### config.mk
export PLATFORM = sky130hd
export DESIGN_NAME = instr_feeder_flat
export DESIGN_NICKNAME = d
export VERILOG_FILES = /design/src/rtl/instr_feeder_if.sv /design/src/rtl/instr_feeder.sv /design/src/flat_wrapper.sv
export SDC_FILE = /design/constraint.sdc
export NUM_CORES = 1
export LEC_CHECK = 0
export BUFFER_PORTS_ARGS = -buffer_cell sky130_fd_sc_hd__buf_4
export CORE_MARGIN = 5
export CORE_UTILIZATION = 60
export CTS_CLUSTER_SIZE = 40
export DETAILED_ROUTE_END_ITERATION = 8
export PLACE_DENSITY = 0.8
export SYNTH_ARGS = -nofsm -noshare
export SYNTH_HDL_FRONTEND = slang
export SYNTH_SLANG_ARGS = --single-unit
export TNS_END_PERCENT = 50
### constraint.sdc
create_clock -name clk -period 4 [get_ports clk]
set_input_delay 0.6 -clock clk [delete_from_list [all_inputs] [get_ports clk]]
set_output_delay 0.6 -clock clk [all_outputs]
set_load 0.02 [all_outputs]
### src/rtl/instr_feeder_if.sv
// Bundles the instruction feeder's stimulus, status and core-side handshake signals.
// slave = the feeder; master = the stimulus source plus core.
`timescale 1ns/1ps
interface instr_feeder_if #(
  parameter int unsigned XLEN  = 32,
  parameter int unsigned DEPTH = 8
);
  localparam int unsigned LW = $clog2(DEPTH) + 1;

  logic            wr_en;
  logic [XLEN-1:0] wr_data;
  logic            full;
  logic            empty;
  logic [LW-1:0]   level;
  logic            overflow;
  logic            step_mode;
  logic            step;
  logic            flush;
  logic            cpu_rst;
  logic            instr_valid;
  logic [XLEN-1:0] instr;
  logic            instr_ready;
  logic [15:0]     issued;

  modport master (
    output wr_en, wr_data, step_mode, step, flush, instr_ready,
    input  full, empty, level, overflow, cpu_rst, instr_valid, instr, issued
  );

  modport slave (
    input  wr_en, wr_data, step_mode, step, flush, instr_ready,
    output full, empty, level, overflow, cpu_rst, instr_valid, instr, issued
  );
endinterface

### src/rtl/instr_feeder.sv
// Holds the core in reset, buffers instructions in a FIFO and issues them over
// valid/ready in burst or single-step mode, driving NOP when idle.
`timescale 1ns/1ps
module instr_feeder #(
  parameter int unsigned     XLEN       = 32,
  parameter int unsigned     DEPTH      = 8,
  parameter int unsigned     RST_CYCLES = 1,
  parameter logic [XLEN-1:0] NOP        = XLEN'(32'h0000_0013)
) (
  input logic           clk,
  input logic           rst,
  instr_feeder_if.slave bus
);
  localparam int unsigned   AW       = $clog2(DEPTH);
  localparam int unsigned   LW       = AW + 1;
  localparam int unsigned   CW       = (RST_CYCLES > 1) ? $clog2(RST_CYCLES) : 1;
  localparam logic [CW-1:0] CNT_LOAD = CW'(RST_CYCLES - 1);
  localparam logic [LW-1:0] LVL_FULL = LW'(DEPTH);

  typedef enum logic {
    S_RESET = 1'b0,
    S_RUN   = 1'b1
  } state_t;

  state_t          state, state_nxt;
  logic [CW-1:0]   cnt, cnt_nxt;
  logic [XLEN-1:0] mem [DEPTH];
  logic [AW-1:0]   wr_ptr, rd_ptr, wr_ptr_nxt, rd_ptr_nxt;
  logic [LW-1:0]   count, count_nxt;
  logic            full_q, empty_q, overflow_q;
  logic            credit, credit_nxt, mode_q;
  logic            valid_q, valid_nxt;
  logic [XLEN-1:0] instr_q, head_nxt;
  logic [15:0]     issued_q;
  logic            push, pop;

  // Next-state for FSM, FIFO and credit; valid/instr are computed from the
  // post-edge state so they can be registered without adding a cycle.
  always_comb begin
    pop        = valid_q && bus.instr_ready;
    push       = bus.wr_en && !full_q && !bus.flush;
    wr_ptr_nxt = wr_ptr + AW'(push);
    rd_ptr_nxt = rd_ptr + AW'(pop);
    count_nxt  = count + LW'(push) - LW'(pop);
    state_nxt  = state;
    cnt_nxt    = cnt;

    credit_nxt = credit;
    if (pop)
      credit_nxt = 1'b0;
    else if (bus.step && bus.step_mode)
      credit_nxt = 1'b1;
    if (bus.step_mode != mode_q)
      credit_nxt = 1'b0;

    if (state == S_RESET) begin
      if (cnt == '0)
        state_nxt = S_RUN;
      else
        cnt_nxt = cnt - 1'b1;
    end

    if (bus.flush) begin
      wr_ptr_nxt = '0;
      rd_ptr_nxt = '0;
      count_nxt  = '0;
      credit_nxt = 1'b0;
      state_nxt  = S_RESET;
      cnt_nxt    = CNT_LOAD;
    end

    valid_nxt = (state_nxt == S_RUN) && (count_nxt != '0) &&
                (!bus.step_mode || credit_nxt);
    // Bypass: the slot becoming head may be written at this same edge.
    head_nxt  = (push && (wr_ptr == rd_ptr_nxt)) ? bus.wr_data : mem[rd_ptr_nxt];
  end

  always_ff @(posedge clk or posedge rst) begin
    if (rst) begin
      state      <= S_RESET;
      cnt        <= CNT_LOAD;
      wr_ptr     <= '0;
      rd_ptr     <= '0;
      count      <= '0;
      full_q     <= 1'b0;
      empty_q    <= 1'b1;
      overflow_q <= 1'b0;
      credit     <= 1'b0;
      mode_q     <= 1'b0;
      valid_q    <= 1'b0;
      instr_q    <= NOP;
      issued_q   <= '0;
    end else begin
      state   <= state_nxt;
      cnt     <= cnt_nxt;
      wr_ptr  <= wr_ptr_nxt;
      rd_ptr  <= rd_ptr_nxt;
      count   <= count_nxt;
      full_q  <= (count_nxt == LVL_FULL);
      empty_q <= (count_nxt == '0);
      credit  <= credit_nxt;
      mode_q  <= bus.step_mode;
      valid_q <= valid_nxt;
      instr_q <= valid_nxt ? head_nxt : NOP;
      if (bus.wr_en && full_q)
        overflow_q <= 1'b1;
      if (pop)
        issued_q <= issued_q + 16'd1;
    end
  end

  // Storage array carries no reset; only slots below level are ever read out.
  always_ff @(posedge clk) begin
    if (push)
      mem[wr_ptr] <= bus.wr_data;
  end

  assign bus.full        = full_q;
  assign bus.empty       = empty_q;
  assign bus.level       = count;
  assign bus.overflow    = overflow_q;
  assign bus.cpu_rst     = (state == S_RESET);
  assign bus.instr_valid = valid_q;
  assign bus.instr       = instr_q;
  assign bus.issued      = issued_q;

endmodule

### src/flat_wrapper.sv
// flat-port wrapper written by rule: the top's interface ports become plain ports
module instr_feeder_flat 
#(
  parameter int unsigned     XLEN       = 32,
  parameter int unsigned     DEPTH      = 8,
  parameter int unsigned     RST_CYCLES = 1,
  parameter logic [XLEN-1:0] NOP        = XLEN'(32'h0000_0013)
)
  (clk, rst, bus_wr_en, bus_wr_data, bus_step_mode, bus_step, bus_flush, bus_instr_ready, bus_full, bus_empty, bus_level, bus_overflow, bus_cpu_rst, bus_instr_valid, bus_instr, bus_issued);
  instr_feeder_if #(.XLEN(XLEN), .DEPTH(DEPTH)) bus_i ();
  input logic clk;
  input logic rst;
  input wire logic [$bits(bus_i.wr_en)-1:0] bus_wr_en;
  input wire logic [$bits(bus_i.wr_data)-1:0] bus_wr_data;
  input wire logic [$bits(bus_i.step_mode)-1:0] bus_step_mode;
  input wire logic [$bits(bus_i.step)-1:0] bus_step;
  input wire logic [$bits(bus_i.flush)-1:0] bus_flush;
  input wire logic [$bits(bus_i.instr_ready)-1:0] bus_instr_ready;
  output wire logic [$bits(bus_i.full)-1:0] bus_full;
  output wire logic [$bits(bus_i.empty)-1:0] bus_empty;
  output wire logic [$bits(bus_i.level)-1:0] bus_level;
  output wire logic [$bits(bus_i.overflow)-1:0] bus_overflow;
  output wire logic [$bits(bus_i.cpu_rst)-1:0] bus_cpu_rst;
  output wire logic [$bits(bus_i.instr_valid)-1:0] bus_instr_valid;
  output wire logic [$bits(bus_i.instr)-1:0] bus_instr;
  output wire logic [$bits(bus_i.issued)-1:0] bus_issued;
  assign bus_i.wr_en = bus_wr_en;
  assign bus_i.wr_data = bus_wr_data;
  assign bus_i.step_mode = bus_step_mode;
  assign bus_i.step = bus_step;
  assign bus_i.flush = bus_flush;
  assign bus_i.instr_ready = bus_instr_ready;
  assign bus_full = bus_i.full;
  assign bus_empty = bus_i.empty;
  assign bus_level = bus_i.level;
  assign bus_overflow = bus_i.overflow;
  assign bus_cpu_rst = bus_i.cpu_rst;
  assign bus_instr_valid = bus_i.instr_valid;
  assign bus_instr = bus_i.instr;
  assign bus_issued = bus_i.issued;
  instr_feeder #(.XLEN(XLEN), .DEPTH(DEPTH), .RST_CYCLES(RST_CYCLES), .NOP(NOP)) u_core (.clk(clk), .rst(rst), .bus(bus_i));
endmodule
# ---- After elaboration in Yosys (flattened, before gate mapping)
# Memories as Yosys holds them, arrays and structs flattened.
# Cells that the tools add are included.
dict set report word_totals {
  ram_bits 256
  n_memories 1
  register_bits 66
  wordCells 56
  output_inout_bits 57
  in_bits 39
}
# name depth width rd rd_clocked_by_memory_dff write_ports line_no
set memory_table {}
lappend memory_table {u_core.mem 8 32 1 0 1 instr_feeder.sv:27} ;# logic [XLEN-1:0] mem [DEPTH];
dict set report classes {
  bitwise 1
  addsub 6
  n_mux 17
  reduce_logical 14
  eq_ne 4
}
# op n
set ops {}
lappend ops {{32-bit 2-to-1 mux} 2}
lappend ops {{16-bit by 1-bit adder with 16-bit output (second input constant)} 1}
lappend ops {{1-bit 2-to-1 mux} 12}
lappend ops {{1-bit logical AND} 8}
lappend ops {{3-bit by 1-bit adder with 3-bit output} 2}
lappend ops {{3-bit 2-to-1 mux} 2}
lappend ops {{4-bit by 1-bit adder with 4-bit output} 1}
lappend ops {{4-bit == test (second input constant)} 1}
lappend ops {{4-bit logical NOT} 1}
lappend ops {{4-bit 2-to-1 mux} 1}
lappend ops {{4-bit nonzero test} 1}
lappend ops {{4-bit by 1-bit subtractor with 4-bit output} 1}
lappend ops {{3-bit == test} 1}
lappend ops {{1-bit logical NOT} 3}
lappend ops {{2-bit inequality test (second input constant)} 1}
lappend ops {{1-bit logical OR} 1}
lappend ops {{1-bit inequality test} 1}
lappend ops {{1-bit NOT} 1}
lappend ops {{1-bit subtractor (second input constant)} 1}

# ---- Logic depth before layout (Yosys ltp)
# Gate-level depths: netlist (run 1).
dict set report depth {
  word_depth 10
  mapped_depth 11
  ltp_nobuf 10
}

# ---- Least setup slack after synthesis (run 1)
# OpenSTA, ideal clock, no wires.
dict set report synth_timing {
  path_type {in2reg}
  from {input bus_flush}
  to {memory u_core.mem[1][0] (enable)}
  arrival_ns 3.242
  slack_ns 0.297
  cell_stages 3
  t_required_ns 3.539
  setup_time_ns 0.461
  cell_sequence {nor3b_2 > nand2_1 > nor3_1}
}
dict set report synth_between {
  elab_chain_len 4
}
# item line_no
set synth_rtl {}
lappend synth_rtl {{start, declared} flat_wrapper.sv:17} ;# input wire logic [$bits(bus_i.flush)-1:0] bus_flush;
lappend synth_rtl {{1-bit logical NOT} instr_feeder.sv:41} ;# push = bus.wr_en && !full_q && !bus.flush;
lappend synth_rtl {{1-bit logical AND} instr_feeder.sv:41}
lappend synth_rtl {{1-bit 2-to-1 mux} instr_feeder.sv:114} ;# if (push)
lappend synth_rtl {{1-bit 2-to-1 mux (implied by the code)} instr_feeder.sv:115} ;# mem[wr_ptr] <= bus.wr_data;
lappend synth_rtl {{end, declared} instr_feeder.sv:27}
# Every way passes these cells.

# ---- Final worst setup path (run 1)
dict set report layout_timing {
  from {register u_core.valid_q, in the netlist u_core.bus.instr_valid}
  to {register u_core.instr_q[19], in the netlist u_core.bus.instr[19]}
}
dict set report layout_between {
  elab_chain_len 7
}
# item line_no
set layout_rtl {}
lappend layout_rtl {{start, declared} instr_feeder.sv:32} ;# logic valid_q, valid_nxt;
lappend layout_rtl {{start signal, assigned} instr_feeder.sv:103} ;# valid_q <= valid_nxt;
lappend layout_rtl {{1-bit logical AND (*)} instr_feeder.sv:40} ;# pop = valid_q && bus.instr_ready;
lappend layout_rtl {{branches (longest 5 deep; another with memory 8 x 32 bit)} -}
lappend layout_rtl {{32-bit 2-to-1 mux (*)} instr_feeder.sv:104} ;# instr_q <= valid_nxt ? head_nxt : NOP;
lappend layout_rtl {{end signal, assigned} instr_feeder.sv:104}
lappend layout_rtl {{end, declared} instr_feeder.sv:33} ;# logic [XLEN-1:0] instr_q, head_nxt;
# Mark *: on every way between the ends.
# A chain may end at the register's enable or synchronous reset.

==> metrics, run 1 <==
Setup CP Type reg2reg; leading area contributor after synthesis edfxtp_1; crit share post-route 0.838; compound-cell area share of the yosys netlist 0.120; Synth top area share 0.594; vias per cell 6.59; Final Skew 8.78 ps; clock sink count 321; final hold slack 143 ps; post-DP HPWL 15800 um; Max clock buf depth 3; RR Endpoint u_core.bus.instr[19]; Initial Util 0.612; syn nets 839; Inst Count DP 1132; Worst Path Max Fanout 22; post-synthesis cell count approximately 790; Post-Synth XOR/XNOR Area 0.0163; fin area 14900 sq um; leak pwr 5.38 nW; most frequent cell after synthesis edfxtp_1; CP startpoint kind flop; Slew headroom 0.509; Die X 157 um; routability cong. 0.851; H-tree depth 1; core box area between 20000 and 25000 sq um; total die area about 25000 sq um; Worst-path clk slew 60 ps; GR Util All Layers 0.244; R2R depth 10; # diodes 0; Worst Setup EP u_core.bus.instr[19]; WP data arrival 3730 ps; grt ovf 0; Post-Synth Simple-Gate Area 0.0592; CTS Buf Count 31; crit path capture type flop; Power Density roughly 580 nW/um^2; Worst EP required 4380 ps; post-CTS setup buffers 0; post-synthesis mux area share 0.0487; WL/cell around 25 um; input/output buffers 95; 1st-iter DRT viols around 800; post-route antenna net violation count 0; Distinct cells, synth 48; Post-CTS Hold Buffers 0; Fin. Hold Viols 0; flops & latches, synth approximately 320; dpl ws 499 ps; RSZ-0062 raised after global routing false; YS warnings 0; setup tns final 0 ps; min-delay worst type in2async; initial antenna violation count 0; # setup viols final 0; fmax 298 MHz; Pre-antenna DRT Iters 5; Overall Power 8.63 mW; Worst R2R Start u_core.bus.instr_valid; Syn Std Cell Area 12900 sq um; vias in the first global route between 8000 and 9000; Main synth FF type edfxtp_1; largest family of logic cells by synthesized area compound AO/OA/AOI/OAI gates; CTS tree yes; worst setup margin around 650 ps; largest net degree at the start of global routing 65; max-cap viol count 0; Std-Cell Rows 53; I/O Pins 96; first-pass GRT wire length 45600 um; EDFF count, synth 256; syn avg cell area 16.3 sq um; CTS root buf clkbuf_16; Area after DPL ~14000 sq um; final core occ 0.703; Final min period between 3000 and 4000 ps; peak supply drop 0.000417 V; ranking of synthesized cells by area edfxtp_1, dfrtp_1, mux2i_1, a211o_1, a311oi_2; Seq/Total Area, Yosys 0.720; Slew Viols, Final 0; final non-filler cell total 1188; status finished, final reports clean; post-synthesis adder-cell area fraction 0.00832; Total Wirelength 30200 um; area grow syn2layout 14.9%; vias after detailed routing 7827; Final #Nets between 900 and 1000; ys async rst share 0.202; Worst-Margin Slew 736 ps; die height 157 um; Resize count post-CTS 0; leading cell types by count after synthesis edfxtp_1, a211o_1, mux2i_1; DRC 0; Worst R2R Setup Slack 650 ps; share of cells above drive strength 1 0.228; clk_lat worst skew ~550 ps; Worst Setup SP u_core.bus.instr_valid
## cells in the final DEF, fill, tap and decap left out, drive strengths merged, types with 8 or more instances in the layout
| cell type | synthesis | layout |
|---|---|---|
| a211oi | 37 | 37 |
| clkbuf | 28 | 42 |
| dfrtp | 61 | 61 |
| edfxtp | 256 | 256 |
| inv | 10 | 12 |
| nand2 | 18 | 18 |
| xor2 | 9 | 9 |
| nor2 | 16 | 16 |
| clkinv | 0 | 8 |
| and3 | 39 | 39 |
| buf | 25 | 118 |
| mux2i | 63 | 63 |
| a211o | 64 | 64 |
| xnor2 | 13 | 13 |
| o22ai | 28 | 28 |
| nor3 | 34 | 34 |
| a311oi | 30 | 30 |
## state kept, by name (all words and copies together) (netlist names)
register                flops
u_core.mem                256
u_core.bus.instr           32
u_core.bus.issued          16
u_core.bus.level            4
u_core.rd_ptr               3
u_core.wr_ptr               3
u_core.bus.empty            1
u_core.bus.full             1
u_core.bus.instr_valid      1
u_core.bus.overflow         1
u_core.credit               1
u_core.mode_q               1
u_core.state                1
## final cells by class
class | instances | area [sq um]
timing repair buffer | 118 | 898
tap | 275 | 344
inverter | 10 | 37.5
multi-input combinational | 408 | 3310
clock buffer | 42 | 847
clock inverter | 14 | 104
fill | 1319 | 6290
sequential | 321 | 9320
## metal layers
metal | track usage | up-vias | share of wire
met5 | 0 | - | 0
met4 | 0.0888 | 0 | 0.026
met3 | 0.0454 | 66 | 0.093
met2 | 0.394 | 459 | 0.49
met1 | 0.336 | 3938 | 0.39
li1 | - | 3364 | -
## worst max-delay path, stage by stage, from the launching register on
cell,delay [ps]
dfrtp_1,480
and2_0,300
nand2b_1,180
nand2_1,90
ha_1,220
fa_1,400
xor2_1,180
or3_1,400
o311ai_4,320
buf_4,480
a311oi_1,120
## cells by family after synthesis
family | Yosys count
DFF | 321
AOI/OAI and AO/OA | 177
and+or+nand+nor | 138
buffers and inverters | 63
muxes | 63
xor gates and xnor gates | 22
adders and majority gates | 8
## power by group
part,internal (mW),switching [mW]
Sequential,3.86,0.141
Combinational,0.706,1.21
Clock,1.54,1.17
Total,6.11,2.52
## worst min-delay path by stage
stage,endpoint
2_1_floorplan,u_core.credit
3_3_place_gp,u_core.bus.overflow
3_5_place_dp,u_core.bus.overflow
4_1_cts,u_core.mode_q
5_1_grt,u_core.mode_q
6_report,u_core.state
Note: power is estimated with default switching activity, not from simulation.
==> inputs of run 2 (changes only) <==
Clock period 4 ns to 3.2 ns, I/O delays scaled along.
==> run 2 against run 1 <==
  * Register-to-register slack lost 530 ps
  * Critical path depth grew 1
  * Combinational power grew 31%
  * Via count grew 0.56%
  * Final area grew 1.4%
  * Maximum frequency grew 8.6%
  * Count of clock-buffer cells in the layout shrank 1
  * Non-clock buffer count grew 17
  * Global-route usage grew 0.26 points
  * Core utilization grew 1.0 points
  * Critical path type unchanged
  * Critical endpoint is now u_core.bus.instr[16]
==> metrics, run 2 (same netlist as run 1, synthesis figures left out) <==
grt ovf 0 (unchanged); Final Skew 12.3 ps (+3.56 ps); I/O Pins 96 (unchanged); Worst Path Max Fanout 20 (-9.1%); # diodes 0 (unchanged); min-delay worst type in2reg; R2R depth 11 (+1); Worst-Margin Slew 799 ps (+62.9 ps); first-pass GRT wire length 46300 um (+1.4%); Overall Power 11.0 mW (+27%); Switching Share 0.292 (about the same); post-route antenna net violation count 0 (unchanged); sequential share of power 0.457 (-0.006); Power Density 726 nW/um^2 (+25%); status finished, final reports clean; combinational power share 0.230 (+0.008); input/output buffers 95 (unchanged); vias per cell 6.53 (-0.94%); 1st-iter DRT viols 824 (+3.6%); leak pwr 5.49 nW (+2.1%); share of cells above drive strength 1 0.247 (+0.0192); clk_lat worst skew 550 ps (about the same); CTS root buf clkbuf_16; routability cong. 0.843 (-0.92%); crit share post-route 0.964 (+0.126); Setup CP Type reg2reg; Largest register FFs 256 (unchanged); commonest cells after routing, fill and taps aside edfxtp_1, buf_4, a211o_1, mux2i_1, dfrtp_1; largest net degree at the start of global routing 43 (-34%); Die X 157 um (unchanged); fin area 15100 sq um (+1.4%); core box area 21200 sq um (unchanged); CP startpoint kind flop; Resize count post-CTS 0 (unchanged); Biggest register u_core.mem; WL/cell 25.1 um (-1.3%); # setup viols final 0 (unchanged); vias after detailed routing 7871 (+0.56%); CTS Buf Count 31 (unchanged); dpl ws -6.93 ps (-506 ps); DRC 0 (unchanged); fmax 324 MHz (+8.6%); H-tree depth 1 (unchanged); initial antenna violation count 0 (unchanged); worst setup margin 116 ps (-534 ps); Worst R2R Setup Slack 120 ps (-530 ps); Std-Cell Rows 53 (unchanged); switching power 3.20 mW (+27%); clock share of power 0.313 (about the same); Total Wirelength 30300 um (+0.18%); peak supply drop 0.000532 V (+27%); die height 157 um (unchanged); WP data arrival 3480 ps (-250 ps); Worst EP required 3600 ps (-780 ps); clock sink count 321 (unchanged); Area after DPL 14100 sq um (+1.3%); Worst-path clk slew 60 ps (about the same); max-cap viol count 0 (unchanged); post-DP HPWL 17400 um (+10%); total die area 24600 sq um (unchanged); RR Endpoint u_core.bus.instr[16]; GR Util All Layers 0.246 (+0.00263); Worst R2R Start u_core.bus.instr_valid; Final min period 3080 ps (-266 ps); Hold EP u_core.mode_q; CTS tree yes; Hold Crit Depth 1; Int Pwr 7.75 mW (+27%); crit path capture type flop; Final #Nets 954 (+1.8%); Hold Crit Start bus_step_mode; Slew headroom 0.467 (-0.0420); area grow syn2layout 16.5%; Inst Count DP 1148 (+1.4%); Pre-antenna DRT Iters 5 (unchanged); commonest non-fill, non-tap cell in the layout edfxtp_1; vias in the first global route 8066 (+0.19%); final non-filler cell total 1206 (+1.5%); Slew Viols, Final 0 (unchanged); Max clock buf depth 3 (unchanged); Initial Util 0.612 (unchanged); Fin. Hold Viols 0 (unchanged)
-- run 2: cell types whose count changed in the layout (fill, tap and decap cells not counted), sizes merged --
cell	delta
clkbuf	-1
inv	-2
clkinv	+4
buf	+17
-- run 2: worst max-delay path: stages (launching register included) --
cell	delay, ps
dfrtp_1	460
and2_0	210
nand2b_1	150
nand2_1	80
ha_1	220
fa_1	410
xor2_1	190
or3_1	420
o311ai_4	340
buf_12	170
buf_12	200
a311oi_2	70
-- run 2: routing by layer --
layer	track usage	up-vias	wire, um
li1	-	3398	-
met1	0.325	3972	11600
met2	0.418	435	15200
met3	0.0489	64	2770
met4	0.0736	2	712
met5	0.0179	-	23
-- run 2: worst max path at each step --
stage	startpoint	end	slack, ps	cells after the start
6_report	u_core.bus.instr_valid	u_core.bus.instr[16]	120	11
5_1_grt	u_core.bus.instr_valid	u_core.bus.instr[6]	-7	11
4_1_cts	u_core.bus.instr_valid	u_core.bus.instr[16]	70	10
3_5_place_dp	bus_instr_ready	u_core.bus.instr[23]	-7	11
3_3_place_gp	bus_instr_ready	u_core.bus.instr[4]	100	11
2_1_floorplan	bus_flush	u_core.mem[0][0]	-380	3
-- run 2: metrics by stage --
stage / setup TNS [ps] / util / hold slack (ps)
2_1_floorplan: -12220 / - / 511
6_report: 0 / 0.713 / 70.2
4_1_cts: 0 / 0.712 / 57.6
3_3_place_gp: 0 / 0.666 / 447
3_5_place_dp: -8.08 / 0.666 / 484
5_1_grt: -9.34 / 0.713 / 62.0
-- run 2: layout make-up --
| cell class | instances | area, sq um |
|---|---|---|
| Clock buffer | 41 | 853 |
| Clock inverter | 16 | 116 |
| Fill cell | 1293 | 6080 |
| Inverter | 10 | 37.5 |
| Multi-Input combinational cell | 408 | 3330 |
| Sequential cell | 321 | 9320 |
| Tap cell | 275 | 344 |
| Timing Repair Buffer | 135 | 1080 |
-- run 2: power groups by stage --
stage	Clock, mW	Combinational [mW]	Sequential (mW)
finish	3.43	2.52	5.00
global route	3.64	2.67	5.02
CTS	3.46	2.49	5.00
detailed placement	0	2.45	5.08
global placement	0	2.36	5.07
floorplan	0	1.32	5.29
-- run 2: what timing repair did --
item,in CTS,in global routing
buffers inserted,0,1
hold endpoints to repair,0,0
hold buffers,0,0
endpoints found under the setup margin,0,30
==> inputs of run 3 (changes only) <==
--- a/config.mk
+++ b/config.mk
@@ -9,6 +9,7 @@
 export CORE_MARGIN = 5
-export CORE_UTILIZATION = 60
+export CORE_UTILIZATION = 54
 export CTS_CLUSTER_SIZE = 40
 export DETAILED_ROUTE_END_ITERATION = 8
-export PLACE_DENSITY = 0.8
+export PLACE_DENSITY = 0.76
+export SKIP_CTS_REPAIR_TIMING = 1
 export SYNTH_ARGS = -nofsm -noshare
==> constraint.sdc (replaced) <==
create_clock -name clk -period 2.83 [get_ports clk]
set_input_delay 0.4245 -clock clk [delete_from_list [all_inputs] [get_ports clk]]
set_output_delay 0.4245 -clock clk [all_outputs]
set_load 0.1 [all_outputs]
==> run 3 against run 2 <==
  * Core utilization fell by 5.4 points
  * Global-route usage fell by 2.7 points
  * Final cell count rose by 4.6%
  * Clock power rose by 27%
  * Largest cell class unchanged
==> metrics, run 3 (same netlist as run 1, synthesis figures left out) <==
DRC 0 (unchanged); Pre-antenna DRT Iters 5 (unchanged); fmax 374 MHz (+15%); Total Wirelength 29300 um (-3.2%); largest net degree at the start of global routing 48 (+12%); final core occ 0.659 (-0.0540); CTS root buf clkbuf_16; worst setup margin 154 ps (+37.4 ps); initial antenna violation count 0 (unchanged); Fin. Hold Viols 0 (unchanged); post-route antenna net violation count 0 (unchanged); die height 165 um (+5.1%); first-pass GRT wire length 45800 um (-0.96%); CTS Buf Count 34 (+9.7%); Slew headroom 0.486 (+0.0195); # setup viols final 0 (unchanged); Setup CP Type reg2reg; status finished, final reports clean; core box area 23500 sq um (+11%); Worst-path clk slew 60 ps (about the same); WL/cell 23.2 um (-7.5%); crit share post-route 0.946 (-0.0180); Switching Share 0.355 (+0.0631); # diodes 0 (unchanged); Worst EP required 3270 ps (-330 ps); dpl ws -56.0 ps (-49.1 ps); area grow syn2layout 19.8%; clock share of power 0.304 (-0.009); WP data arrival 3110 ps (-370 ps); Final Skew 23.4 ps (+11.0 ps); setup tns final 0 ps (unchanged); vias per cell 6.20 (-5.0%); routability cong. 0.815 (-3.3%); Overall Power 14.4 mW (+31%); Max clock buf depth 3 (unchanged); CTS tree yes; 1st-iter DRT viols 656 (-20%); Worst Path Max Fanout 5 (-75%); Worst-Margin Slew 770 ps (-29.2 ps); combinational power share 0.303 (+0.073); RSZ-0062 raised after global routing false; Largest register FFs 256 (unchanged); Final #Nets 963 (+0.94%); CP startpoint kind flop; max-cap viol count 0 (unchanged); I/O Pins 96 (unchanged); Final min period 2680 ps (-407 ps); min-delay worst type in2reg; post-DP HPWL 16800 um (-3.7%); peak supply drop 0.000755 V (+42%); vias after detailed routing 7820 (-0.65%); GR Util All Layers 0.220 (-0.0268); Power Density 927 nW/um^2 (+28%); Area after DPL 14400 sq um (+2.0%); H-tree depth 2 (+1); commonest cells after routing, fill and taps aside edfxtp_1, buf_4, a211o_1, mux2i_1, dfrtp_1; leak pwr 5.62 nW (+2.4%); Int Pwr 9.26 mW (+19%); commonest non-fill, non-tap cell in the layout edfxtp_1; clk_lat worst skew 530 ps (-20 ps); clock sink count 321 (unchanged); vias in the first global route 7979 (-1.1%); sequential share of power 0.393 (-0.064); Slew Viols, Final 0 (unchanged); Biggest register u_core.mem; share of cells above drive strength 1 0.258 (+0.0109); grt ovf 0 (unchanged); total die area 27200 sq um (+10%); switching power 5.11 mW (+60%); fin area 15500 sq um (+2.9%); Std-Cell Rows 56 (+5.7%); Initial Util 0.550 (-0.0621); number of fill cells 1624 (+26%); Die X 165 um (+5.1%); input/output buffers 95 (unchanged); crit path capture type flop
-- run 3: power groups by stage --
stage	Sequential, mW	Clock [mW]	Combinational [mW]
floorplan	7.36	0	1.57
global placement	5.74	0	4.26
detailed placement	5.74	0	4.33
CTS	5.65	4.42	4.35
global route	5.68	4.67	4.55
finish	5.65	4.37	4.35
-- run 3: metal layers --
metal  GRT usage  routed length [um]  vias to the layer above
met2       0.350               14100                      357
met4      0.0718                 775                        0
met3      0.0414                2390                       69
met1       0.309               12100                     3974
li1            -                   -                     3420
met5           0                   0                        -
-- run 3: critical path, cell delays in order, from the launching register on --
cell	delay, ps
dfrtp_2	400
and2_0	190
nand2b_4	90
nand2_1	50
ha_2	180
fa_2	330
xor2_1	180
or3_4	360
o311ai_4	300
buf_6	160
o21ba_2	180
a31oi_1	190
-- run 3: cell type report --
type	instances	area, sq um	share of cell area
clock inverters	14	194	0.0125
well taps	319	399	0.0257
repair buffers	141	1260	0.0810
inverters	10	37.5	0.00242
flip-flops and latches	321	9320	0.601
multi-input cells	408	3370	0.218
clock buffers	48	923	0.0595
-- run 3: worst paths after layout --
check                                             from                    to  slack [ps]  cells after the start
worst max-delay path            u_core.bus.instr_valid   u_core.bus.instr[4]         150                     11
worst min-delay path                     bus_step_mode         u_core.mode_q          50                      1
worst max register to register  u_core.bus.instr_valid   u_core.bus.instr[4]         150                     11
worst min register to register     u_core.bus.overflow   u_core.bus.overflow         470                      1
max in group asynchronous                          rst      u_core.bus.empty        1610                      4
min in group asynchronous                          rst  u_core.bus.instr[15]         510                      3
-- run 3: through the flow --
| stage | cells | hold WS, ps |
|---|---|---|
| 2_1_floorplan | 792 | 456 |
| 3_3_place_gp | 1198 | 445 |
| 3_5_place_dp | 1198 | 459 |
| 4_1_cts | 1260 | -47.7 |
| 5_1_grt | 1261 | 38.5 |
| 6_report | 1261 | 51.5 |
